===== src/rtl/cpu_pkg.sv =====
// Shared CPU definitions for the execute-stage multiply/divide sequencer.
//   muldiv_op_t    : decoded multiply/divide operation codes (op class 3'b100)
//   muldiv_state_t : sequencer FSM states
//   OPCLASS_MULDIV : decode op class that routes an instruction to the sequencer
//   abs32()        : two's complement magnitude of a 32-bit value
package cpu_pkg;

  localparam logic [2:0] OPCLASS_MULDIV = 3'b100;

  typedef enum logic [2:0] {
    MUL  = 3'b000,
    DIVS = 3'b100,
    MODS = 3'b101,
    DIVU = 3'b110,
    MODU = 3'b111
  } muldiv_op_t;

  typedef enum logic [1:0] {
    IDLE = 2'd0,
    RUN  = 2'd1,
    FIN  = 2'd2
  } muldiv_state_t;

  // |v|; the most negative value maps to itself, which is the correct
  // unsigned magnitude 2^31.
  function automatic logic [31:0] abs32(input logic [31:0] v);
    return v[31] ? (~v + 32'd1) : v;
  endfunction

endpackage


===== src/rtl/cpu_div_step.sv =====
// One radix-2 restoring division step (purely combinational).
//   rem       in  current partial remainder
//   quo       in  quotient register; its upper bits still hold unconsumed dividend
//   divisor   in  divisor magnitude
//   rem_next  out partial remainder after this step
//   quo_next  out quotient register shifted left with the new quotient bit
module cpu_div_step
  import cpu_pkg::*;
#(
  parameter int unsigned XLEN = 32
) (
  input  logic [XLEN-1:0] rem,
  input  logic [XLEN-1:0] quo,
  input  logic [XLEN-1:0] divisor,
  output logic [XLEN-1:0] rem_next,
  output logic [XLEN-1:0] quo_next
);

  logic [XLEN:0] shifted;
  logic [XLEN:0] diff;
  logic          take;

  always_comb begin
    // Bring down the next dividend bit from the top of the quotient register.
    shifted  = {rem, quo[XLEN-1]};
    diff     = shifted - {1'b0, divisor};
    take     = ~diff[XLEN];
    rem_next = take ? diff[XLEN-1:0] : shifted[XLEN-1:0];
    quo_next = {quo[XLEN-2:0], take};
  end

endmodule


===== src/rtl/cpu_muldiv_seq.sv =====
// Execute-stage multiply/divide sequencer.
// Accepts one mul/div op, stalls the pipeline while iterating, then pulses
// done with the 32-bit result (low product, quotient or remainder).
// Build option: define CPU_FAST_MUL_EN for a single-cycle multiply; otherwise
// multiply is a 32-iteration shift-add sharing the divide datapath registers.
// Ports:
//   clock, reset  system clock, synchronous active-high reset
//   start         op valid this cycle
//   op            000 mul, 100 divs, 101 mods, 110 divu, 111 modu
//   src_a, src_b  dividend/multiplicand, divisor/multiplier
//   kill          pipeline flush; aborts any op, start ignored
//   stall         hold pipeline (combinational)
//   done          one-cycle result-valid pulse (registered)
//   result        result, held until the next completion (registered)
module cpu_muldiv_seq
  import cpu_pkg::*;
#(
  parameter int unsigned XLEN = 32  // only 32 is supported
) (
  input  logic            clock,
  input  logic            reset,
  input  logic            start,
  input  logic [2:0]      op,
  input  logic [XLEN-1:0] src_a,
  input  logic [XLEN-1:0] src_b,
  input  logic            kill,
  output logic            stall,
  output logic            done,
  output logic [XLEN-1:0] result
);

  muldiv_state_t   state_q, state_d;
  logic [4:0]      count_q, count_d;
  // a_q: dividend shifting into quotient (div) or multiplicand (mul)
  // b_q: divisor magnitude (div) or multiplier (mul)
  // rem_q: partial remainder (div) or product accumulator (mul)
  logic [XLEN-1:0] a_q, a_d;
  logic [XLEN-1:0] b_q, b_d;
  logic [XLEN-1:0] rem_q, rem_d;
  logic            is_mul_q, is_mul_d;
  logic            is_rem_q, is_rem_d;
  logic            neg_quo_q, neg_quo_d;
  logic            neg_rem_q, neg_rem_d;
  logic            done_q, done_d;
  logic [XLEN-1:0] result_q, result_d;

  // Input op decode
  logic            legal;
  logic            dec_mul;
  logic            dec_rem;
  logic            dec_signed;
  logic            fast_mul;
  logic            short_path;
  logic [XLEN-1:0] short_val;

  // Iteration datapath
  logic [XLEN-1:0] step_rem;
  logic [XLEN-1:0] step_quo;
  logic [XLEN-1:0] mul_acc;
  logic [XLEN-1:0] final_val;

  cpu_div_step #(
    .XLEN(XLEN)
  ) u_div_step (
    .rem     (rem_q),
    .quo     (a_q),
    .divisor (b_q),
    .rem_next(step_rem),
    .quo_next(step_quo)
  );

  always_comb begin
    legal      = 1'b1;
    dec_mul    = 1'b0;
    dec_rem    = 1'b0;
    dec_signed = 1'b0;
    case (op)
      MUL:     dec_mul = 1'b1;
      DIVS:    dec_signed = 1'b1;
      MODS: begin
        dec_signed = 1'b1;
        dec_rem    = 1'b1;
      end
      DIVU:    ;
      MODU:    dec_rem = 1'b1;
      default: legal = 1'b0;
    endcase
  end

`ifdef CPU_FAST_MUL_EN
  logic [XLEN-1:0] fast_prod;
  assign fast_prod = src_a * src_b;
  assign fast_mul  = legal & dec_mul;
`else
  assign fast_mul  = 1'b0;
`endif

  always_comb begin
    short_path = ~legal | fast_mul | (legal & ~dec_mul & (src_b == '0));
    if (!legal) begin
      short_val = '0;
    end else if (dec_mul) begin
`ifdef CPU_FAST_MUL_EN
      short_val = fast_prod;
`else
      short_val = '0;  // not reachable: iterative mul never takes the short path
`endif
    end else begin
      // Divide by zero: all-ones quotient, remainder is the raw dividend.
      short_val = dec_rem ? src_a : '1;
    end
  end

  always_comb begin
    mul_acc = rem_q + (b_q[0] ? a_q : '0);
    if (is_mul_q) begin
      final_val = mul_acc;
    end else if (is_rem_q) begin
      final_val = neg_rem_q ? (~step_rem + 1'b1) : step_rem;
    end else begin
      final_val = neg_quo_q ? (~step_quo + 1'b1) : step_quo;
    end
  end

  always_comb begin
    state_d   = state_q;
    count_d   = count_q;
    a_d       = a_q;
    b_d       = b_q;
    rem_d     = rem_q;
    is_mul_d  = is_mul_q;
    is_rem_d  = is_rem_q;
    neg_quo_d = neg_quo_q;
    neg_rem_d = neg_rem_q;
    done_d    = 1'b0;
    result_d  = result_q;
    unique case (state_q)
      IDLE: begin
        if (start && !kill) begin
          count_d   = 5'd31;
          rem_d     = '0;
          is_mul_d  = dec_mul;
          is_rem_d  = dec_rem;
          neg_quo_d = dec_signed & (src_a[XLEN-1] ^ src_b[XLEN-1]);
          neg_rem_d = dec_signed & src_a[XLEN-1];
          a_d       = dec_signed ? abs32(src_a) : src_a;
          b_d       = dec_signed ? abs32(src_b) : src_b;
          if (short_path) begin
            state_d  = FIN;
            done_d   = 1'b1;
            result_d = short_val;
          end else begin
            state_d = RUN;
          end
        end
      end
      RUN: begin
        if (kill) begin
          state_d = IDLE;
        end else begin
          if (is_mul_q) begin
            rem_d = mul_acc;
            a_d   = a_q << 1;
            b_d   = b_q >> 1;
          end else begin
            rem_d = step_rem;
            a_d   = step_quo;
          end
          if (count_q == '0) begin
            state_d  = FIN;
            done_d   = 1'b1;
            result_d = final_val;
          end else begin
            count_d = count_q - 5'd1;
          end
        end
      end
      FIN: begin
        state_d = IDLE;
      end
      default: begin
        state_d = IDLE;
      end
    endcase
  end

  always_ff @(posedge clock) begin
    if (reset) begin
      state_q   <= IDLE;
      count_q   <= '0;
      a_q       <= '0;
      b_q       <= '0;
      rem_q     <= '0;
      is_mul_q  <= 1'b0;
      is_rem_q  <= 1'b0;
      neg_quo_q <= 1'b0;
      neg_rem_q <= 1'b0;
      done_q    <= 1'b0;
      result_q  <= '0;
    end else begin
      state_q   <= state_d;
      count_q   <= count_d;
      a_q       <= a_d;
      b_q       <= b_d;
      rem_q     <= rem_d;
      is_mul_q  <= is_mul_d;
      is_rem_q  <= is_rem_d;
      neg_quo_q <= neg_quo_d;
      neg_rem_q <= neg_rem_d;
      done_q    <= done_d;
      result_q  <= result_d;
    end
  end

  assign stall  = ((state_q == IDLE) && start && !kill) || (state_q == RUN);
  assign done   = done_q;
  assign result = result_q;

endmodule


===== config.mk =====
export PLATFORM = sky130hd
export DESIGN_NAME = cpu_muldiv_seq
export DESIGN_NICKNAME = d
export VERILOG_FILES = /design/src/rtl/cpu_pkg.sv /design/src/rtl/cpu_div_step.sv /design/src/rtl/cpu_muldiv_seq.sv
export SDC_FILE = /design/constraint.sdc
export NUM_CORES = 1
export LEC_CHECK = 0
export BUFFER_PORTS_ARGS = -buffer_cell sky130_fd_sc_hd__buf_2
export CORE_ASPECT_RATIO = 1.25
export CORE_MARGIN = 3
export CORE_UTILIZATION = 40
export DETAILED_ROUTE_END_ITERATION = 8
export MAX_ROUTING_LAYER = met4
export SYNTH_ARGS = -nofsm -noshare
export SYNTH_HDL_FRONTEND = slang
export SYNTH_SLANG_ARGS = --single-unit
export TNS_END_PERCENT = 1

===== constraint.sdc =====
create_clock -name clock -period 6.1 [get_ports clock]
set_input_delay 0.61 -clock clock [delete_from_list [all_inputs] [get_ports clock]]
set_output_delay 0.61 -clock clock [all_outputs]
set_load 0.02 [all_outputs]

# After elaboration in Yosys (flattened, before gate mapping)
# Index checks and enable logic that the tools add are counted.
# Widths: inputs -> output; s select.
[classes]
add_sub_neg = 7
n_eq_ne = 12
muxes = 48
n_bitwise = 13
reduce_logical = 19
[ops]
columns = ["cell", "n"]
rows = [
  ["$mux 32", 25],
  ["$pmux 32 s2", 4],
  ["$add 32x1->32 const B", 4],
  ["$not 32->32", 4],
  ["$sub 33x32->33", 1],
  ["$add 32x32->32", 1],
  ["$logic_not 32->1", 1],
  ["$mux 5", 3],
  ["$eq 3x3->1 const B", 4],
  ["$ne 2x2->1 const B", 6],
  ["$pmux 5 s2", 1],
  ["$mux 1", 9],
  ["$mux 2", 4],
  ["$reduce_and 4->1", 2],
  ["$logic_not 5->1", 1],
  ["$reduce_and 5->1", 1],
  ["$reduce_or 5->1", 1],
  ["$sub 5x1->5 const B", 1],
  ["$and 1x1->1", 4],
  ["$pmux 2 s2", 1],
  ["$reduce_and 2->1", 2],
  ["$reduce_or 2->1", 2],
  ["$logic_and 1x1->1", 3],
  ["$logic_not 3->1", 1],
  ["other kinds (11)", 13],
]
[word_totals]
reg_bits = 140
in_bits = 71
word_cells = 110

# Depth between registers and ports, before layout
[depth]
ltp_word = 10
ltp_mapped = 23
depth_no_buf = 20

# Hierarchy
# From an unflattened synthesis, not the netlist that was laid out.
[unflattened]
hier_cells = 1973
hier_area_um2 = 14203.6
[modules_own_cells]
columns = ["module", "instances", "cells_each", "area_each_um2"]
rows = [
  ["cpu_muldiv_seq", 1, 1630, 11707.5],
  ["cpu_div_step", 1, 343, 2496.1],
]

# Least setup slack after synthesis
# Ideal clock, no wire load.
[synth_timing]
kind = "reg-to-reg"
startpoint = "register a_q[31]"
endpoint = "register result_q[26] (netlist: result[26])"
setup_time_ps = 139
arrival_time_ps = 4949
required_time_ps = 5961
setup_slack_ps = 1012
stages_incl_launch_ff = 23
n_path_buf = 3
period_less_slack_ps = 5088
path_cell_list = "dfxtp_1 -> inv_1 -> ha_1 -> fa_1 -> nor2b_1 -> o31ai_1 -> a211o_1 -> a211oi_4 -> o31a_1 -> buf_6 -> nor2_4 -> inv_2 -> clkbuf_1 -> clkbuf_1 -> ha_1 -> inv_1 -> or3_1 -> or3_1 -> o41ai_1 -> xor2_1 -> nor2_1 -> a2111oi_0 -> a211oi_1"
[synth_via]
elab_chain_len = 10
[synth_rtl]
columns = ["element", "line_no", "rtl"]
rows = [
  ["start: declaration", "cpu_muldiv_seq.sv:37", "logic [XLEN-1:0] a_q, a_d;"],
  ["start signal: assignment", "cpu_muldiv_seq.sv:191", "a_q <= '0;"],
  ["start signal: assignment", "cpu_muldiv_seq.sv:203", "a_q <= a_d;"],
  ["$sub 33x32->33", "cpu_div_step.sv:26", "diff = shifted - {1'b0, divisor};"],
  ["$mux 32 or $not 1->1 (tied branches)", "cpu_div_step.sv:28, cpu_div_step.sv:27", ""],
  ["$not 32->32 (on tied branches)", "cpu_muldiv_seq.sv:119, cpu_muldiv_seq.sv:121", ""],
  ["$add 32x1->32 (on tied branches)", "cpu_muldiv_seq.sv:119, cpu_muldiv_seq.sv:121", ""],
  ["$mux 32 (on tied branches)", "cpu_muldiv_seq.sv:119, cpu_muldiv_seq.sv:121", ""],
  ["$mux 32 (*)", "cpu_muldiv_seq.sv:118", "end else if (is_rem_q) begin"],
  ["$mux 32 (*)", "cpu_muldiv_seq.sv:116", "if (is_mul_q) begin"],
  ["$mux 32 (*)", "cpu_muldiv_seq.sv:169", "if (count_q == '0) begin"],
  ["$mux 32 (*)", "cpu_muldiv_seq.sv:158", "if (kill) begin"],
  ["$pmux 32 s2 (*)", "cpu_muldiv_seq.sv:137", "unique case (state_q)"],
  ["end signal: assignment", "cpu_muldiv_seq.sv:211", "result_q <= result_d;"],
  ["end: declaration", "cpu_muldiv_seq.sv:45", "logic [XLEN-1:0] result_q, result_d;"],
]
# Mark *: on every way between the ends. The rest lies on a longest branch, timed or not. The select of a mux whose other input is x is not followed.
# A chain may end at the register's enable or synchronous reset.

# Final worst setup path
[layout_timing]
startpoint = "register b_q[10]"
endpoint = "register result_q[26] (netlist: result[26])"
[layout_via]
elab_chain_len = 10
[layout_rtl]
columns = ["element", "line_no", "rtl"]
rows = [
  ["start: declaration", "cpu_muldiv_seq.sv:38", "logic [XLEN-1:0] b_q, b_d;"],
  ["start signal: assignment", "cpu_muldiv_seq.sv:192", "b_q <= '0;"],
  ["start signal: assignment", "cpu_muldiv_seq.sv:204", "b_q <= b_d;"],
  ["$sub 33x32->33 (*)", "cpu_div_step.sv:26", ""],
  ["$mux 32 or $not 1->1 (tied branches)", "cpu_div_step.sv:28, cpu_div_step.sv:27", ""],
  ["$not 32->32 (on tied branches)", "cpu_muldiv_seq.sv:119, cpu_muldiv_seq.sv:121", ""],
  ["$add 32x1->32 (on tied branches)", "cpu_muldiv_seq.sv:119, cpu_muldiv_seq.sv:121", ""],
  ["$mux 32 (on tied branches)", "cpu_muldiv_seq.sv:119, cpu_muldiv_seq.sv:121", ""],
  ["$mux 32 (*)", "cpu_muldiv_seq.sv:118", ""],
  ["$mux 32 (*)", "cpu_muldiv_seq.sv:116", ""],
  ["$mux 32 (*)", "cpu_muldiv_seq.sv:169", ""],
  ["$mux 32 (*)", "cpu_muldiv_seq.sv:158", ""],
  ["$pmux 32 s2 (*)", "cpu_muldiv_seq.sv:137", ""],
]
# Marked as above.

==> impl_results.md <==
- GR Util met3: under 10%
- Pre-CTS setup slack: 0.7937 ns
- Initial Utilization: 40.68%
- Final worst path period need: around 5.4 ns
- Num rows: 76
- CTS tree: built
- Total power: roughly 3400 uW
- Final nets: 2175
- Most frequent cell after synthesis: nor2_1
- Max cap viols: 0
- # setup viols final: 0
- Most frequent CP cell: or3_1
- Worst path bufs/invs: 3
- Internal power: 2083 uW
- # DRC: 0
- Setup crit end kind: flip-flop
- Sw Ratio: roughly two fifths
- Global route hottest layer: met2
- Met1 Usage GRT: a little under two fifths
- Average wire per standard cell: between 20 and 25 um
- P_sw: ~1300 uW
- Syn. warnings: 0
- Worst Path Max Fanout: 17
- Max Freq: 0.1862 GHz
- Final slew viol count: 0
- Pre-antenna DRT Iters: 5
- RSZ-0062 raised after global routing: false
- EDFF count, synth: 0
- H-Tree Depth: 4
- First-pass GRT wire length: 83810 um
- Largest net degree at the start of global routing: 79
- Setup ws final: between 0.7 and 0.8 ns
- Clock buffer count from CTS: 17
- Proportion of power drawn by combinational gates: 35.6%
- Max_slew headroom: 26.64%
- Clock Power Share: 34.3%
- Crit-path cells: inv_1, ha_1, nand4_2, or3_1, a211o_1, a211oi_4, o31a_1, nor2_4, inv_2, ha_1, inv_1, or3_1, or3_1, o41ai_1, xor2_1, nor2_1, a2111oi_0, a211oi_1
- Leakage power: 0.006215 uW
- Ant diodes: 0
- Worst Skew: 0.008003 ns
- Die Width: 173.8 um
- Initial antenna violation count: 0
- VDD IR max: 0.2203 mV
- Setup TNS: 0 ns
- RePlAce Congestion: 0.9585
- Synth async-reset ratio: 0%
- Sequential area share after synthesis: 19.91%
- Synth area leaders: dfxtp_1 (20%), a21oi_1 (7.5%), nor2_1 (7.2%)
- Ys flop type: dfxtp_1
- Hold WS: 0.4857 ns
- Pwr Density: 219.2 nW/um^2
- DR iter-0 viols: 1286
- Cts hold-fix bufs: 0
- Detail Route Antenna Nets: 0
- Tcrit/Tclk final: between 80% and 90%
- Final hold vios: 0
- Die area: 37500 um^2
- Hold crit path type: reg -> reg
- Cell Area, Synth: between 10000 and 15000 um^2
- Largest stage delay, worst path: roughly 0.48 ns
- Via count: 15210
- Top-level port count: around 110
- Port Buffer Count: between 100 and 150
- Least-Margin Pin Slew: 1.098 ns
- Met2 Use GR: 46.19%
- CTS Root Cell: clkbuf_16
- DRT Wirelength: 54250 um
- Via density: 6.055
- Share of layout cells above drive strength 1: 9.540%
- Post-CTS Resized: 0
- Setup crit start kind: flip-flop
- Synthesized instance count: between 2000 and 2500
- P&R area growth vs syn: 10.39%
- Vias in the first global route: 14380
- Number of setup buffers added after CTS: 0
- DIE HEIGHT: 215.8 um
- Reg power frac: 30.1%
- Seq cells post-synth: 140
- CP delay by family, top: compound AO/OA/AOI/OAI gates
- Critical path class: reg -> reg
- Later-pin clock latency in the skew report: 0.46 ns
- Worst Path Arrival: 5.67 ns
- CORE AREA: approximately 35000 um^2
- Max clock buf depth: 2
- Post-DP HPWL: 42020 um
- Synth top cells by count: nor2_1 (271), a21oi_1 (212), nand2_1 (167)
- Number of clock sinks: 140
- GRT Total Usage: between 20 and 30%
- Avg Inst Size Synth: 6.994 um^2
- Syn Nets: 2156
- CP max stage cell: or3_1
- WP data required: 6.40 ns
- Clock transition at path regs: approximately 0.070 ns
- Grt ovf: 0
- Yosys top cell by area: dfxtp_1
- Post-synth top area share: 19.91%
- Cell variety after synth: between 80 and 90
- Status: finished clean
worst min-delay path: cells and delay by family (launching register included):
family | cells | cell delay [ns]
flip-flops | 1 | 0.32
AO/OA/AOI/OAI | 1 | 0.06
AND/OR/NAND/NOR | 1 | 0.08
layout by cell type (no fill, tap or decap), types with 20 or more instances in the layout:
cell type  count
a211oi_1      77
a21o_1        27
a21oi_1      212
a311oi_1      20
a31oi_1       23
and2_1        49
buf_2        103
buf_4         26
dfxtp_1      139
ha_1          70
inv_1         69
mux2i_1       21
nand2_1      167
nand3_1       26
nor2_1       270
nor3_1        45
nor4_1        24
o211ai_1      29
o21ai_0      126
o31ai_1       36
or3_1         31
xnor2_1       91
xor2_1        66
metrics by stage:
| stage | utilization (%) | instances | instance area [um^2] |
|---|---|---|---|
| floorplan | - | 2013 | 14080 |
| global placement | 43.07 | 2481 | 14910 |
| detailed placement | 43.07 | 2481 | 14910 |
| CTS | 44.90 | 2512 | 15540 |
| global route | 44.90 | 2512 | 15540 |
| finish | 44.90 | 2512 | 15540 |
state kept, by name (all words and copies together) (netlist names):
| register | flops |
|---|---|
| state_q | 2 |
| is_rem_q | 1 |
| is_mul_q | 1 |
| b_q | 32 |
| neg_rem_q | 1 |
| rem_q | 32 |
| neg_quo_q | 1 |
| a_q | 32 |
| result | 32 |
| done | 1 |
| count_q | 5 |
worst paths after layout:
path	start	endpoint	slack (ns)	cells after the start
hold / removal	result[11]$_SDFFE_PP0P_	result[11]$_SDFFE_PP0P_	0.49	2
hold reg to reg	result[11]$_SDFFE_PP0P_	result[11]$_SDFFE_PP0P_	0.49	2
setup / recovery	b_q[10]$_SDFFE_PP0P_	result[26]$_SDFFE_PP0P_	0.73	18
setup reg to reg	b_q[10]$_SDFFE_PP0P_	result[26]$_SDFFE_PP0P_	0.73	18
routing by layer:
layer	vias up	routed length, um
met1	7169	24620
met4	0	1823
met5	-	0
met2	554	24880
li1	7401	-
met3	85	2928
power groups by stage:
stage          logic [uW]  registers, uW  clock network, uW
2_1_floorplan         822           1030                  0
3_3_place_gp         1190           1040                  0
3_5_place_dp         1190           1040                  0
4_1_cts              1200           1020               1180
5_1_grt              1320           1030               1210
6_report             1210           1030               1170
layout make-up:
| type | count | area, um^2 |
|---|---|---|
| Sequential cell | 140 | 2804 |
| Clock inverter | 11 | 166.4 |
| Tap cell | 468 | 585.6 |
| Timing Repair Buffer | 129 | 710.7 |
| Multi-Input combinational cell | 1672 | 10540 |
| Fill cell | 3723 | 19070 |
| Inverter | 72 | 270.3 |
| Clock buffer | 20 | 466.7 |
kinds of logic after synthesis:
logic type	Yosys count	synth area share, %
simple gates	719	24.22
compound gates	698	32.17
buf+inv	201	5.519
xor+xnor	157	9.766
flops	140	19.91
fa+ha+maj	72	6.505
mux	26	1.919
Note: power is estimated with default switching activity, not from simulation.
